$ cat config.mk
export PLATFORM = sky130hd
export DESIGN_NAME = wb_arena_switch_flat
export DESIGN_NICKNAME = d
export VERILOG_FILES = /design/src/rtl/wb_arena_switch_if.sv /design/src/rtl/wb_arena_switch.sv /design/src/flat_wrapper.sv
export SDC_FILE = /design/constraint.sdc
export NUM_CORES = 1
export LEC_CHECK = 0
export ABC_AREA = 1
export BUFFER_PORTS_ARGS = -buffer_cell sky130_fd_sc_hd__buf_4
export CORE_MARGIN = 4
export CORE_UTILIZATION = 46
export CTS_CLUSTER_SIZE = 40
export DETAILED_ROUTE_END_ITERATION = 12
export PLACE_DENSITY = 0.8
export SKIP_CTS_REPAIR_TIMING = 1
export SLEW_MARGIN = 10
export SYNTH_ARGS = -nofsm -noshare
export SYNTH_HDL_FRONTEND = slang
export SYNTH_SLANG_ARGS = --single-unit
$ cat constraint.sdc
create_clock -name wb_clk_i -period 2.35 [get_ports wb_clk_i]
set_clock_uncertainty 0.15 [all_clocks]
set_input_delay 0 -clock wb_clk_i [delete_from_list [all_inputs] [get_ports wb_clk_i]]
set_output_delay 0 -clock wb_clk_i [all_outputs]
set_load 0.02 [all_outputs]
$ cat src/rtl/wb_arena_switch_if.sv
// Bus bundle for wb_arena_switch: the master-side Wishbone signals plus the
// shared/per-slot slave-side signals. The switch uses the slave modport.
interface wb_arena_switch_if #(
   parameter int NSLV = 4,
   parameter int AW   = 19,
   parameter int DW   = 16
);
   logic [AW:1]      m_adr_i;
   logic [DW-1:0]    m_dat_i;
   logic [DW-1:0]    m_dat_o;
   logic             m_we_i;
   logic [DW/8-1:0]  m_sel_i;
   logic             m_tga_i;
   logic             m_stb_i;
   logic             m_cyc_i;
   logic             m_ack_o;
   logic [AW:1]      s_adr_o;
   logic [DW-1:0]    s_dat_o;
   logic             s_we_o;
   logic [DW/8-1:0]  s_sel_o;
   logic [NSLV-1:0]  s_stb_o;
   logic [NSLV-1:0]  s_cyc_o;
   logic [NSLV*DW-1:0] s_dat_i;
   logic [NSLV-1:0]  s_ack_i;

   modport slave (
      input  m_adr_i, m_dat_i, m_we_i, m_sel_i, m_tga_i, m_stb_i, m_cyc_i,
      input  s_dat_i, s_ack_i,
      output m_dat_o, m_ack_o, s_adr_o, s_dat_o, s_we_o, s_sel_o, s_stb_o, s_cyc_o
   );

   modport master (
      output m_adr_i, m_dat_i, m_we_i, m_sel_i, m_tga_i, m_stb_i, m_cyc_i,
      output s_dat_i, s_ack_i,
      input  m_dat_o, m_ack_o, s_adr_o, s_dat_o, s_we_o, s_sel_o, s_stb_o, s_cyc_o
   );
endinterface

$ cat src/rtl/wb_arena_switch.sv
// Single-master, NSLV-slot Wishbone switch with base/mask decode, bus-timeout
// watchdog and master abort. Define WB_ARENA_ERRLOG_EN to add the timeout log.
module wb_arena_switch #(
   parameter int                 NSLV    = 4,
   parameter int                 AW      = 19,
   parameter int                 DW      = 16,
   parameter logic [NSLV*AW-1:0] BASE    = '0,
   parameter logic [NSLV*AW-1:0] MASK    = '0,
   parameter logic [NSLV-1:0]    IOSP    = '0,
   parameter logic [DW-1:0]      DEF_DAT = '0,
   parameter logic [DW-1:0]      ERR_DAT = '1,
   parameter int                 TO_CYC  = 255
) (
   input  logic                  wb_clk_i,
   input  logic                  wb_rst_i,
   wb_arena_switch_if.slave      bus,
   output logic                  err_o
`ifdef WB_ARENA_ERRLOG_EN
   ,
   output logic [AW:1]           err_adr_o,
   output logic                  err_tga_o,
   output logic                  err_sticky_o,
   input  logic                  err_clr_i
`endif
);
   localparam int SW = (NSLV > 1) ? $clog2(NSLV) : 1;

   typedef enum logic [1:0] {IDLE, DECODE, WAIT, ACK} state_t;

   state_t        state;
   logic [SW-1:0] sel;
   logic          mapped;
   logic [15:0]   timer;
   logic          hit;
   logic [SW-1:0] hit_idx;
   logic          to_ev;

   // Walk high-to-low so the lowest-index matching slot is the one kept.
   always_comb begin
      hit     = 1'b0;
      hit_idx = '0;
      for (int k = NSLV - 1; k >= 0; k--) begin
         if ((((bus.m_adr_i ^ BASE[k*AW +: AW]) & MASK[k*AW +: AW]) == '0) &&
             (IOSP[k] == bus.m_tga_i)) begin
            hit     = 1'b1;
            hit_idx = SW'(k);
         end
      end
   end

   // Timeout fires on the cycle the timer would reach zero; a slave ack there wins.
   assign to_ev = (state == WAIT) && bus.m_cyc_i && !bus.s_ack_i[sel] && (timer == 16'd1);
   assign bus.s_cyc_o = bus.s_stb_o;

   always_ff @(posedge wb_clk_i or posedge wb_rst_i) begin
      if (wb_rst_i) begin
         state       <= IDLE;
         sel         <= '0;
         mapped      <= 1'b0;
         timer       <= '0;
         bus.m_ack_o <= 1'b0;
         bus.m_dat_o <= '0;
         bus.s_adr_o <= '0;
         bus.s_dat_o <= '0;
         bus.s_we_o  <= 1'b0;
         bus.s_sel_o <= '0;
         bus.s_stb_o <= '0;
         err_o       <= 1'b0;
      end else begin
         bus.m_ack_o <= 1'b0;
         err_o       <= 1'b0;
         case (state)
            IDLE: begin
               if (bus.m_cyc_i && bus.m_stb_i) begin
                  bus.s_adr_o <= bus.m_adr_i;
                  bus.s_dat_o <= bus.m_dat_i;
                  bus.s_we_o  <= bus.m_we_i;
                  bus.s_sel_o <= bus.m_sel_i;
                  sel         <= hit_idx;
                  mapped      <= hit;
                  state       <= DECODE;
               end
            end
            DECODE: begin
               if (!bus.m_cyc_i) begin
                  state <= IDLE;
               end else if (mapped) begin
                  bus.s_stb_o <= NSLV'(1) << sel;
                  timer       <= 16'(TO_CYC);
                  state       <= WAIT;
               end else begin
                  bus.m_dat_o <= DEF_DAT;
                  bus.m_ack_o <= 1'b1;
                  state       <= ACK;
               end
            end
            WAIT: begin
               timer <= timer - 16'd1;
               if (!bus.m_cyc_i) begin
                  bus.s_stb_o <= '0;
                  state       <= IDLE;
               end else if (bus.s_ack_i[sel]) begin
                  bus.m_dat_o <= bus.s_dat_i[sel*DW +: DW];
                  bus.s_stb_o <= '0;
                  bus.m_ack_o <= 1'b1;
                  state       <= ACK;
               end else if (to_ev) begin
                  bus.m_dat_o <= ERR_DAT;
                  bus.s_stb_o <= '0;
                  bus.m_ack_o <= 1'b1;
                  err_o       <= 1'b1;
                  state       <= ACK;
               end
            end
            default: state <= IDLE;
         endcase
      end
   end

`ifdef WB_ARENA_ERRLOG_EN
   logic tga_q;

   always_ff @(posedge wb_clk_i or posedge wb_rst_i) begin
      if (wb_rst_i) begin
         tga_q        <= 1'b0;
         err_adr_o    <= '0;
         err_tga_o    <= 1'b0;
         err_sticky_o <= 1'b0;
      end else begin
         if (state == IDLE && bus.m_cyc_i && bus.m_stb_i)
            tga_q <= bus.m_tga_i;
         // A fresh timeout outranks a clear in the same cycle.
         if (to_ev) begin
            err_adr_o    <= bus.s_adr_o;
            err_tga_o    <= tga_q;
            err_sticky_o <= 1'b1;
         end else if (err_clr_i) begin
            err_sticky_o <= 1'b0;
         end
      end
   end
`endif
endmodule
$ cat src/flat_wrapper.sv
// flat-port wrapper written by rule: the top's interface ports become plain ports
module wb_arena_switch_flat 
#(
   parameter int                 NSLV    = 4,
   parameter int                 AW      = 19,
   parameter int                 DW      = 16,
   parameter logic [NSLV*AW-1:0] BASE    = '0,
   parameter logic [NSLV*AW-1:0] MASK    = '0,
   parameter logic [NSLV-1:0]    IOSP    = '0,
   parameter logic [DW-1:0]      DEF_DAT = '0,
   parameter logic [DW-1:0]      ERR_DAT = '1,
   parameter int                 TO_CYC  = 255
)
  (wb_clk_i, wb_rst_i, err_o, bus_m_adr_i, bus_m_dat_i, bus_m_we_i, bus_m_sel_i, bus_m_tga_i, bus_m_stb_i, bus_m_cyc_i, bus_s_dat_i, bus_s_ack_i, bus_m_dat_o, bus_m_ack_o, bus_s_adr_o, bus_s_dat_o, bus_s_we_o, bus_s_sel_o, bus_s_stb_o, bus_s_cyc_o);
  wb_arena_switch_if #(.NSLV(NSLV), .AW(AW), .DW(DW)) bus_i ();
  input  logic wb_clk_i;
  input  logic wb_rst_i;
  output logic err_o;
  input wire logic [$bits(bus_i.m_adr_i)-1:0] bus_m_adr_i;
  input wire logic [$bits(bus_i.m_dat_i)-1:0] bus_m_dat_i;
  input wire logic [$bits(bus_i.m_we_i)-1:0] bus_m_we_i;
  input wire logic [$bits(bus_i.m_sel_i)-1:0] bus_m_sel_i;
  input wire logic [$bits(bus_i.m_tga_i)-1:0] bus_m_tga_i;
  input wire logic [$bits(bus_i.m_stb_i)-1:0] bus_m_stb_i;
  input wire logic [$bits(bus_i.m_cyc_i)-1:0] bus_m_cyc_i;
  input wire logic [$bits(bus_i.s_dat_i)-1:0] bus_s_dat_i;
  input wire logic [$bits(bus_i.s_ack_i)-1:0] bus_s_ack_i;
  output wire logic [$bits(bus_i.m_dat_o)-1:0] bus_m_dat_o;
  output wire logic [$bits(bus_i.m_ack_o)-1:0] bus_m_ack_o;
  output wire logic [$bits(bus_i.s_adr_o)-1:0] bus_s_adr_o;
  output wire logic [$bits(bus_i.s_dat_o)-1:0] bus_s_dat_o;
  output wire logic [$bits(bus_i.s_we_o)-1:0] bus_s_we_o;
  output wire logic [$bits(bus_i.s_sel_o)-1:0] bus_s_sel_o;
  output wire logic [$bits(bus_i.s_stb_o)-1:0] bus_s_stb_o;
  output wire logic [$bits(bus_i.s_cyc_o)-1:0] bus_s_cyc_o;
  assign bus_i.m_adr_i = bus_m_adr_i;
  assign bus_i.m_dat_i = bus_m_dat_i;
  assign bus_i.m_we_i = bus_m_we_i;
  assign bus_i.m_sel_i = bus_m_sel_i;
  assign bus_i.m_tga_i = bus_m_tga_i;
  assign bus_i.m_stb_i = bus_m_stb_i;
  assign bus_i.m_cyc_i = bus_m_cyc_i;
  assign bus_i.s_dat_i = bus_s_dat_i;
  assign bus_i.s_ack_i = bus_s_ack_i;
  assign bus_m_dat_o = bus_i.m_dat_o;
  assign bus_m_ack_o = bus_i.m_ack_o;
  assign bus_s_adr_o = bus_i.s_adr_o;
  assign bus_s_dat_o = bus_i.s_dat_o;
  assign bus_s_we_o = bus_i.s_we_o;
  assign bus_s_sel_o = bus_i.s_sel_o;
  assign bus_s_stb_o = bus_i.s_stb_o;
  assign bus_s_cyc_o = bus_i.s_cyc_o;
  wb_arena_switch #(.NSLV(NSLV), .AW(AW), .DW(DW), .BASE(BASE), .MASK(MASK), .IOSP(IOSP), .DEF_DAT(DEF_DAT), .ERR_DAT(ERR_DAT), .TO_CYC(TO_CYC)) u_core (.wb_clk_i(wb_clk_i), .wb_rst_i(wb_rst_i), .bus(bus_i), .err_o(err_o));
endmodule
==> impl_metrics.json <==
{
  "cp_cell_sequence": "inv_1, ha_1, nand2_1, nand2_2, nor2_1, inv_1, o21ai_0, a21oi_1",
  "finalSetupTns_ns": 0,
  "worst_path_most_repeated_cell": "inv_1",
  "status": "completed",
  "antenna_found_initial": 0,
  "viasPerCell": 4.88,
  "design_area_um2": 5340,
  "yosysSeqAreaShare": 0.538,
  "io_buffer_count": 117,
  "grt_pass1_vias": 3129,
  "diodes": 0,
  "grt_pass1_wl_um": 13900,
  "clk_pin_slew_ns": 0.09,
  "drv_cap": 0,
  "remaining_drc_errors": 0,
  "setup_viol": 0,
  "track_usage": 0.194,
  "cp_max_fo": 13,
  "vdd_drop_max_mv": 0.997,
  "final_cell_mix": "buf_4 (122), nand2_1 (114), dfrtp_1 (76)",
  "wl_per_cell_um": 15.1,
  "htreeDepth": 3,
  "ff2ff_setup_slack_ns": 0.24,
  "syn_area_um2": 3530,
  "die_w_um": 95.6,
  "tritoncts": "yes",
  "synth_cell_types": 24,
  "dp_hpwl_um": 6270,
  "pre_cts_slack_ns": 0.264,
  "fin_crit_ns": 2.11,
  "crit_path_start_kind": "flip-flop",
  "rsz0062_at_grt": "no",
  "p_leak_nw": 2.74,
  "hold_viol": 0,
  "avgSynthCellArea_um2": 9.40,
  "slew_violations": 0,
  "cp.arrival_ns": 2.21,
  "fin_ws_ns": 0.243,
  "placed_area_um2": 4520,
  "clk-insertion-delay-late_ns": 0.34,
  "critPathRequiredTime_ns": 2.46,
  "clock-sinks": 76,
  "dr.pass1.iters": 4,
  "coreArea_um2": 7370,
  "cts_buffers": 9,
  "synth_cells": 376,
  "placed_cells": 586,
  "drt-total-wl_um": 9980,
  "syn2layout_area_growth_pct": 51.2,
  "p_per_area_nw_per_um2": 1140,
  "clock_path_buffers": 2,
  "critical_path.slowest_cell": "dfrtp_1",
  "critPathMaxStageDelay_ns": 0.44,
  "rows": 31,
  "num_vias": 3230,
  "die-area_um2": 9150,
  "ys_warn_count": 0,
  "fmax_mhz": 475,
  "antenna_left": 0,
  "worstSetupPathType": "reg -> reg",
  "hold_path.class": "in -> async",
  "drive_gt1_frac": 0.334,
  "grt-ovfl-total": 0,
  "endpoint_kind": "flip-flop",
  "initial_core_util": 0.479,
  "root_buffer": "clkbuf_8",
  "ios": 175,
  "whs_ns": 0.173,
  "globalplace.congestion": 0.901,
  "relSlewSlack": 0.599,
  "final_common_cell": "buf_4",
  "ys_ff_latch": 76,
  "drt_iter0_drc": 145,
  "worst_slew_pin_slew_ns": 0.601,
  "fin_cells": 662,
  "fin_crit_sh": 0.897,
  "grt_max_degree": 50,
  "nNetsFinal": 675,
  "die_y_um": 95.6
}
==> worst paths after layout <==
check | start | endpoint | depth (start not counted)
setup / recovery | u_core.state[1] | u_core.timer[12] | 8
hold / removal | wb_rst_i | u_core.bus.s_adr_o[16] | 3
setup reg to reg | u_core.state[1] | u_core.timer[12] | 8
hold reg to reg | u_core.bus.m_dat_o[10] | u_core.bus.m_dat_o[10] | 2
max in group asynchronous | wb_rst_i | u_core.timer[13] | 4
min in group wb_clk_i | bus_m_tga_i | u_core.mapped | 3
==> routing by layer <==
layer | global-route usage | share of wire | vias to the layer above | routed length, µm
li1 | - | - | 1551 | -
met1 | 0.222 | 0.39 | 1540 | 3910
met2 | 0.324 | 0.53 | 124 | 5260
met3 | 0.0710 | 0.069 | 15 | 685
met4 | 0.0889 | 0.013 | 0 | 134
met5 | 0 | 0 | - | 0
==> registers in the layout, indices dropped and copies added, names as in the netlist <==
| register | cells |
|---|---|
| u_core.bus.m_ack_o | 1 |
| u_core.bus.m_dat_o | 16 |
| u_core.bus.s_adr_o | 19 |
| u_core.bus.s_cyc_o | 1 |
| u_core.bus.s_dat_o | 16 |
| u_core.bus.s_sel_o | 2 |
| u_core.bus.s_we_o | 1 |
| u_core.err_o | 1 |
| u_core.mapped | 1 |
| u_core.state | 2 |
| u_core.timer | 16 |
==> power breakdown <==
| part | leakage [nW] | internal [W] | total (W) | switching, W |
|---|---|---|---|---|
| Sequential | 0.928 | 0.00182 | 0.00215 | 0.000332 |
| Clock | 0.113 | 0.000627 | 0.00111 | 0.000483 |
| Combinational | 1.70 | 0.00124 | 0.00281 | 0.00157 |
==> cell usage after synthesis <==
cell type    n  area, µm²
nand2_1    114        428
dfrtp_1     76       1900
nor2_1      39        146
mux2_2      38        428
nand3_1     31        155
inv_1       22       82.6
buf_4        8       60.1
buf_2        7       35.0
o21ai_0      7       35.0
a21oi_1      6       30.0
ha_1         6       75.1
nor3_1       6       30.0
nand2_2      3       18.8
buf_6        2       22.5
nand3b_1     2       15.0
a211oi_4     1       20.0
a31oi_1      1       6.26
and2_1       1       6.26
clkbuf_1     1       3.75
conb_1       1       3.75
inv_2        1       3.75
nand2_4      1       11.3
or2_2        1       6.26
xnor2_1      1       8.76
==> layout make-up <==
| cell class | instances | area, µm² |
|---|---|---|
| fill | 517 | 2030 |
| sequential | 76 | 1900 |
| timing repair buffer | 184 | 1560 |
| multi-input combinational | 264 | 1450 |
| clock buffer | 10 | 138 |
| tap | 99 | 124 |
| clock inverter | 6 | 86.3 |
| inverter | 23 | 86.3 |
==> stage by stage <==
stage,total power (W),util
after floorplan,0.00372,-
after global placement,0.00474,0.613
after detailed placement,0.00484,0.613
after CTS,0.00597,0.643
after global routing,0.00643,0.725
final,0.00608,0.725
==> worst max-delay path, delay by kind of cell, from the launching register on <==
family | cells | cell delay [ns]
flip-flops | 1 | 0.44
buffers and inverters | 2 | 0.42
AND/OR/NAND/NOR | 3 | 0.38
AO/OA/AOI/OAI | 2 | 0.35
adder cells (fa/ha/maj) | 1 | 0.28
==> cell families (layout without fill, tap and decap cells) <==
family	after synthesis	after routing	synth area share
other	1	6	0.00106
AOI/OAI and AO/OA	15	15	0.0259
DFF	76	76	0.538
adders and majority gates	6	6	0.0212
muxes	38	38	0.121
buffers and inverters	41	223	0.0588
and+or+nand+nor	198	198	0.231
xor gates and xnor gates	1	1	0.00248
No activity file was read; power rests on OpenSTA's default activity.
